**config.mk**
```make
export PLATFORM = sky130hd
export DESIGN_NAME = softmax_divider_block_flat
export DESIGN_NICKNAME = d
export VERILOG_FILES = /design/src/rtl/softmax_divider_block_if.sv /design/src/rtl/softmax_divider_block.sv /design/src/flat_wrapper.sv
export SDC_FILE = /design/constraint.sdc
export NUM_CORES = 1
export LEC_CHECK = 0
export ABC_AREA = 1
export CAP_MARGIN = 5
export CORE_UTILIZATION = 45
export CTS_CLUSTER_SIZE = 8
export DETAILED_ROUTE_END_ITERATION = 7
export GPL_TIMING_DRIVEN = 0
export MAX_ROUTING_LAYER = met4
export PLACE_DENSITY = 0.63
export SYNTH_ARGS = -nofsm -noshare
export SYNTH_HDL_FRONTEND = slang
export SYNTH_SLANG_ARGS = --single-unit
```
**constraint.sdc**
```tcl
create_clock -name clock_i -period 4.84 [get_ports clock_i]
set_input_delay 0.968 -clock clock_i [delete_from_list [all_inputs] [get_ports clock_i]]
set_output_delay 0.968 -clock clock_i [all_outputs]
set_load 0.005 [all_outputs]
```
**src/rtl/softmax_divider_block_if.sv**
```systemverilog
// softmax_divider_block_if: exponent/sum inputs and normalized-output handshake of the softmax divider.
interface softmax_divider_block_if #(parameter int data_size = 32);
    logic [data_size-1:0] exp_data_i;
    logic                 exp_data_valid_i;
    logic [data_size-1:0] sum_i;
    logic                 sum_valid_i;
    logic [data_size-1:0] div_data_o;
    logic                 div_valid_o;
    logic                 div_ready_i;
    logic                 done_o;
    logic                 overflow_o;
    modport slave (
        input  exp_data_i, exp_data_valid_i, sum_i, sum_valid_i, div_ready_i,
        output div_data_o, div_valid_o, done_o, overflow_o
    );
    modport master (
        output exp_data_i, exp_data_valid_i, sum_i, sum_valid_i, div_ready_i,
        input  div_data_o, div_valid_o, done_o, overflow_o
    );
endinterface

```
**src/rtl/softmax_divider_block.sv**
```systemverilog
// softmax_divider_block: buffers a frame of exponents, then divides each by the accumulated sum bit-serially.
module softmax_divider_block #(
    parameter int data_size      = 32,
    parameter int number_of_data = 10,
    parameter int OUT_FRAC       = 16,
    parameter int SUM_SHIFT      = 4
) (
    input logic clock_i,
    input logic reset_n_i,
    softmax_divider_block_if.slave bus
);
    localparam int W  = data_size + OUT_FRAC;
    localparam int D  = data_size + SUM_SHIFT;
    localparam int CW = $clog2(number_of_data + 1);
    localparam int AW = number_of_data > 1 ? $clog2(number_of_data) : 1;
    localparam int SW = $clog2(W + 1);
    typedef enum logic [2:0] {COLLECT, LOAD, DIVIDE, OUTPUT, DONE} state_t;
    state_t state, state_n;
    logic [data_size-1:0] buffer [number_of_data];
    logic [CW-1:0] wr_cnt;
    logic [AW-1:0] rd_idx;
    logic [D-1:0]  divisor, rem, rem_nx;
    logic [W-1:0]  dvd;
    logic [W-2:0]  quo;
    logic [W-1:0]  quo_nx;
    logic [SW-1:0] step;
    logic [D:0]    rem_sh;
    logic sum_valid_q, start, wr, full, last, accept, ge;
    assign start  = bus.sum_valid_i & ~sum_valid_q;
    assign wr     = state == COLLECT && bus.exp_data_valid_i;
    assign full   = wr_cnt == CW'(number_of_data);
    assign last   = CW'(rd_idx) + CW'(1) == wr_cnt;
    assign accept = bus.div_valid_o & bus.div_ready_i;
    // Restoring step: a zero divisor always "fits", so the quotient saturates naturally.
    assign rem_sh = {rem, dvd[W-1]};
    assign ge     = rem_sh >= {1'b0, divisor};
    assign rem_nx = ge ? D'(rem_sh - {1'b0, divisor}) : rem_sh[D-1:0];
    assign quo_nx = {quo, ge};
    assign bus.div_valid_o = state == OUTPUT;
    always_ff @(posedge clock_i or negedge reset_n_i)
        if (!reset_n_i) state <= COLLECT;
        else state <= state_n;
    always_comb begin
        state_n = state;
        case (state)
            COLLECT: if (start) state_n = (wr_cnt == '0 && !wr) ? DONE : LOAD;
            LOAD:    state_n = DIVIDE;
            DIVIDE:  if (step == SW'(1)) state_n = OUTPUT;
            OUTPUT:  if (accept) state_n = last ? DONE : LOAD;
            DONE:    if (!bus.sum_valid_i) state_n = COLLECT;
            default: state_n = COLLECT;
        endcase
    end
    always_ff @(posedge clock_i)
        if (wr && !full) buffer[wr_cnt[AW-1:0]] <= bus.exp_data_i;
    always_ff @(posedge clock_i or negedge reset_n_i)
        if (!reset_n_i) begin
            wr_cnt         <= '0;
            rd_idx         <= '0;
            bus.div_data_o <= '0;
            bus.done_o     <= 1'b0;
            bus.overflow_o <= 1'b0;
            sum_valid_q    <= 1'b0;
            divisor        <= '0;
            rem            <= '0;
            dvd            <= '0;
            quo            <= '0;
            step           <= '0;
        end else begin
            sum_valid_q <= bus.sum_valid_i;
            bus.done_o  <= state_n == DONE && state != DONE;
            if (wr && full) bus.overflow_o <= 1'b1;
            if (wr && !full) wr_cnt <= wr_cnt + CW'(1);
            if (state == COLLECT && start) begin
                divisor <= {bus.sum_i, {SUM_SHIFT{1'b0}}};
                rd_idx  <= '0;
            end
            if (state == LOAD) begin
                dvd  <= {buffer[rd_idx], {OUT_FRAC{1'b0}}};
                rem  <= '0;
                quo  <= '0;
                step <= SW'(W);
            end
            if (state == DIVIDE) begin
                dvd  <= dvd << 1;
                rem  <= rem_nx;
                quo  <= quo_nx[W-2:0];
                step <= step - SW'(1);
                if (step == SW'(1)) bus.div_data_o <= |quo_nx[W-1:data_size] ? '1 : quo_nx[data_size-1:0];
            end
            if (accept && !last) rd_idx <= rd_idx + AW'(1);
            if (state == DONE && !bus.sum_valid_i) wr_cnt <= '0;
        end
endmodule

```
**src/flat_wrapper.sv**
```systemverilog
// flat-port wrapper written by rule: the top's interface ports become plain ports
module softmax_divider_block_flat 
#(
    parameter int data_size      = 32,
    parameter int number_of_data = 10,
    parameter int OUT_FRAC       = 16,
    parameter int SUM_SHIFT      = 4
)
  (clock_i, reset_n_i, bus_exp_data_i, bus_exp_data_valid_i, bus_sum_i, bus_sum_valid_i, bus_div_ready_i, bus_div_data_o, bus_div_valid_o, bus_done_o, bus_overflow_o);
  softmax_divider_block_if #(.data_size(data_size)) bus_i ();
  input logic clock_i;
  input logic reset_n_i;
  input wire logic [$bits(bus_i.exp_data_i)-1:0] bus_exp_data_i;
  input wire logic [$bits(bus_i.exp_data_valid_i)-1:0] bus_exp_data_valid_i;
  input wire logic [$bits(bus_i.sum_i)-1:0] bus_sum_i;
  input wire logic [$bits(bus_i.sum_valid_i)-1:0] bus_sum_valid_i;
  input wire logic [$bits(bus_i.div_ready_i)-1:0] bus_div_ready_i;
  output wire logic [$bits(bus_i.div_data_o)-1:0] bus_div_data_o;
  output wire logic [$bits(bus_i.div_valid_o)-1:0] bus_div_valid_o;
  output wire logic [$bits(bus_i.done_o)-1:0] bus_done_o;
  output wire logic [$bits(bus_i.overflow_o)-1:0] bus_overflow_o;
  assign bus_i.exp_data_i = bus_exp_data_i;
  assign bus_i.exp_data_valid_i = bus_exp_data_valid_i;
  assign bus_i.sum_i = bus_sum_i;
  assign bus_i.sum_valid_i = bus_sum_valid_i;
  assign bus_i.div_ready_i = bus_div_ready_i;
  assign bus_div_data_o = bus_i.div_data_o;
  assign bus_div_valid_o = bus_i.div_valid_o;
  assign bus_done_o = bus_i.done_o;
  assign bus_overflow_o = bus_i.overflow_o;
  softmax_divider_block #(.data_size(data_size), .number_of_data(number_of_data), .OUT_FRAC(OUT_FRAC), .SUM_SHIFT(SUM_SHIFT)) u_core (.clock_i(clock_i), .reset_n_i(reset_n_i), .bus(bus_i));
endmodule
```
==> key figures <==
Place
  – Quantity of I/O buffers inserted on ports: approximately 100
  – Placed instance count: 3155
  – Post-place instance area: 25500 um^2
  – Placer Congestion: 0.935
  – DP HPWL: 42100 um

Power and ir drop
  – Total power per unit cell area: between 300 and 400 nW/um^2
  – Highest ir drop seen on vdd: 0.000368 V
  – Leakage: 11.7 nW
  – Pwr Total: 0.00970 W

Critical path
  – Endpoint type of the worst setup path: output port
  – Largest stage delay, worst path: 0.66 ns
  – Type of origin of the critical path: register
  – Count of buffer and inverter cells on the critical path: 2
  – Crit path kind: register to output port
  – Master of the slowest instance on the critical path: clkdlybuf4s50_1
  – Critical Path, Cell by Cell: inv_1, nor3_1, clkdlybuf4s50_1
  – Critical path peak fanout: 4
  – Data arrival time of the critical path: around 2.1 ns
  – Cell family with most CP delay: buffers and inverters
  – Required time reported for the critical path endpoint: 3.87 ns

Yosys
  – Count of flip-flops with a built-in enable after synthesis: 320
  – Top cells by instance count after synthesis: nand2_1, edfxtp_1, nor2_1
  – Multiplexer share of the synthesized area: 0.0484%
  – Most frequently used flop master after synthesis: edfxtp_1
  – Synthesized instance count: roughly 2400
  – Cell with the most instances after synthesis: nand2_1
  – Fraction of synthesized cell area taken by the top area cell type: 41.3%
  – Area fraction in and, or, nand and nor cells after synthesis: 16.6%
  – Synth Area in XOR/XNOR: 0.828%
  – Avg Inst Size Synth: ~9.8 um^2
  – Sequential fraction of the synthesis area: 62.7%
  – Synthesis Warnings: 0
  – Unique cell type count in the Yosys netlist: 44
  – Cell accounting for the most synthesized area: edfxtp_1
  – Register bit count reported by yosys: slightly above 500
  – Cell area after synthesis: 23300 um^2
  – Post-synthesis adder-cell area fraction: 2.18%
  – Leading cell types by total area after synthesis: edfxtp_1, dfrtp_1, nand2_1, o21ai_0, nor2_1
  – Proportion of synthesized flip-flops having asynchronous set or reset: approximately two fifths
  – Net count of the mapped netlist: around 2500
  – Combinational family with the most area after synthesis: simple AND/OR/NAND/NOR gates
  – Area fraction in compound gates after synthesis: between 10% and 20%

Drt
  – Via count: roughly 17000
  – Ratio of routed vias to standard cells: 5.25
  – Remaining number of nets flagged by the antenna check after routing: 0
  – DRT iter0 DRCs: 1256
  – Average wire per standard cell: around 18 um
  – Total DRC errors in the routed layout: 0
  – Final wirelength: 59400 um
  – Length of the first detailed-routing pass in iterations: 5

Clock network
  – PostCTS Resize Cnt: 0
  – Hold buffer count at CTS: 0
  – Buffer depth of the longest clock path: 3
  – Number of H-tree branching levels: 3
  – Insertion delay of the later-clocked pin in the worst-skew pair: 0.62 ns
  – # Post-CTS Setup Buffers: 0
  – CTS tree: done
  – Number of clock sinks: 519
  – Clock Tree Root: clkbuf_16
  – Clock-pin transition on the worst setup and hold timing paths: 0.06 ns
  – Total CTS buffers: 75

Global route
  – Largest net degree at the start of global routing: roughly 110
  – Global-route usage over all layers: 23.6%
  – Antenna violations before repair: 3
  – Via count of the first global-routing pass: 17000
  – Global route overflow: 0
  – First-pass GRT wire length: 94200 um

Die
  – Number of primary I/O pins: 104
  – Rows: between 80 and 90
  – Initial standard-cell utilization of the core: between 40 and 50%
  – Die span in y: 229 um
  – Horiz. Die Dim: approximately 230 um
  – Die area: 52600 um^2
  – Area of the core region: between 50000 and 60000 um^2

Status
  – Result of the run: finished, final reports clean

Final layout
  – Nets: ~2700
  – Layout overhead on the synthesized area: 19.0%
  – Layout cells sized above 1: 6.82%
  – Finished Cell Area: 27700 um^2
  – Filler instances: 4486
  – Post-layout instance count excluding filler cells: ~3300

STA
  – Slew Limit Fails: 0
  – Period utilisation layout: 63.7%
  – Number of endpoints failing setup at the final stage: 0
  – Number of hold violations in the final report: 0
  – Tightest Pin Transition: ~0.9 ns
  – Maximum operating frequency: 0.324 GHz
  – Final clock skew: between 0.02 and 0.03 ns
  – Unrepaired setup endpoints after global routing: no
  – Time the final worst path needs with I/O delays and setup: ~3.1 ns
  – Worst-case headroom to the max-slew limit: 39.9%

Job
  – Max-cap violations: 0

Hold path
  – Classification of the worst-slack hold path: primary input to asynchronous set/reset pin
-- path summary, 6_finish.rpt --
path | depth (start not counted) | slack [ns] | end | startpoint
max in group asynchronous | 2 | 3.47 | u_core.dvd[31]$_DFFE_PN0P_ | reset_n_i
min reg2reg | 2 | 0.49 | u_core.dvd[41]$_DFFE_PN0P_ | u_core.dvd[41]$_DFFE_PN0P_
min in group clock_i | 2 | 0.49 | u_core.dvd[41]$_DFFE_PN0P_ | u_core.dvd[41]$_DFFE_PN0P_
min | 1 | 0.38 | u_core.bus.overflow_o$_DFFE_PN0P_ | reset_n_i
max reg2reg | 8 | 1.89 | u_core.buffer[4][9]$_DFFE_PP_ | u_core.wr_cnt[0]$_DFFE_PN0P_
max | 3 | 1.76 | bus_div_valid_o | u_core.state[0]$_DFF_PN0_
-- power breakdown --
group          internal (W)  leakage [nW]  switching [W]  total [W]
Combinational     0.0000529          5.19      0.0000795   0.000132
Clock               0.00292          1.04        0.00193    0.00485
Sequential          0.00472          5.45     0.00000143    0.00472
-- sequential cells by signal, summed over array words and instances (netlist names) --
register               cells
u_core.step                6
u_core.dvd                32
u_core.rd_idx              4
u_core.state               3
u_core.sum_valid_q         1
u_core.bus.div_data_o     32
u_core.buffer            320
u_core.rem                36
u_core.wr_cnt              4
u_core.bus.overflow_o      1
u_core.bus.done_o          1
u_core.quo                47
u_core.divisor            32
-- cells by family (layout without fill, tap and decap cells) --
| group | Yosys count | in the layout |
|---|---|---|
| compound gates | 514 | 514 |
| xor+xnor | 22 | 22 |
| fa+ha+maj | 40 | 40 |
| buf+inv | 334 | 578 |
| flops | 519 | 519 |
| mux | 1 | 1 |
| other cells | 0 | 3 |
| simple gates | 935 | 935 |
-- routing by layer --
| metal | global-route usage (%) | up-vias | part of all wire [%] |
|---|---|---|---|
| met3 | 4.30 | 137 | 4.6 |
| met5 | - | - | 0 |
| met4 | 8.77 | 0 | 3.2 |
| met2 | 38.0 | 404 | 48 |
| li1 | - | 8361 | - |
| met1 | 29.8 | 8339 | 44 |
-- cell usage in the layout, fill, tap and decap left out, drive strengths merged, types with 4 or more instances in the layout --
| cell type | n |
|---|---|
| o21bai | 4 |
| a21oi | 121 |
| nor2 | 317 |
| o211ai | 33 |
| o21ai | 294 |
| nand2 | 491 |
| nand3 | 65 |
| nand3b | 33 |
| buf | 65 |
| clkdlybuf4s50 | 102 |
| edfxtp | 320 |
| nand4 | 12 |
| nor3 | 9 |
| inv | 220 |
| xnor2 | 16 |
| clkbuf | 186 |
| xor2 | 6 |
| ha | 39 |
| clkinv | 5 |
| o22ai | 56 |
| dfrtp | 199 |
-- stage by stage --
step / TNS, ns / utilization (%) / hold WS (ns) / setup WS (ns)
6_report: 0 / 54.8 / 0.378 / 1.76
5_1_grt: 0 / 54.8 / 0.413 / 1.60
4_1_cts: 0 / 54.7 / 0.373 / 1.74
3_5_place_dp: 0 / 50.4 / 0.473 / 1.32
3_3_place_gp: -1231.00 / 49.7 / 0.466 / -5.40
2_1_floorplan: 0 / - / 0.444 / 1.12
-- cell type report --
| type | instances | area [um^2] | area share [%] |
|---|---|---|---|
| Clock inverter | 8 | 120 | 0.434 |
| Buffer | 117 | 543 | 1.96 |
| Inverter | 217 | 815 | 2.94 |
| Antenna cell | 3 | 7.51 | 0.0271 |
| Timing Repair Buffer | 118 | 1330 | 4.80 |
| Multi-Input combinational cell | 1512 | 7400 | 26.7 |
| Clock buffer | 118 | 2060 | 7.43 |
| Sequential cell | 519 | 14600 | 52.7 |
| Tap cell | 672 | 841 | 3.04 |
Note: power is estimated with default switching activity, not from simulation.
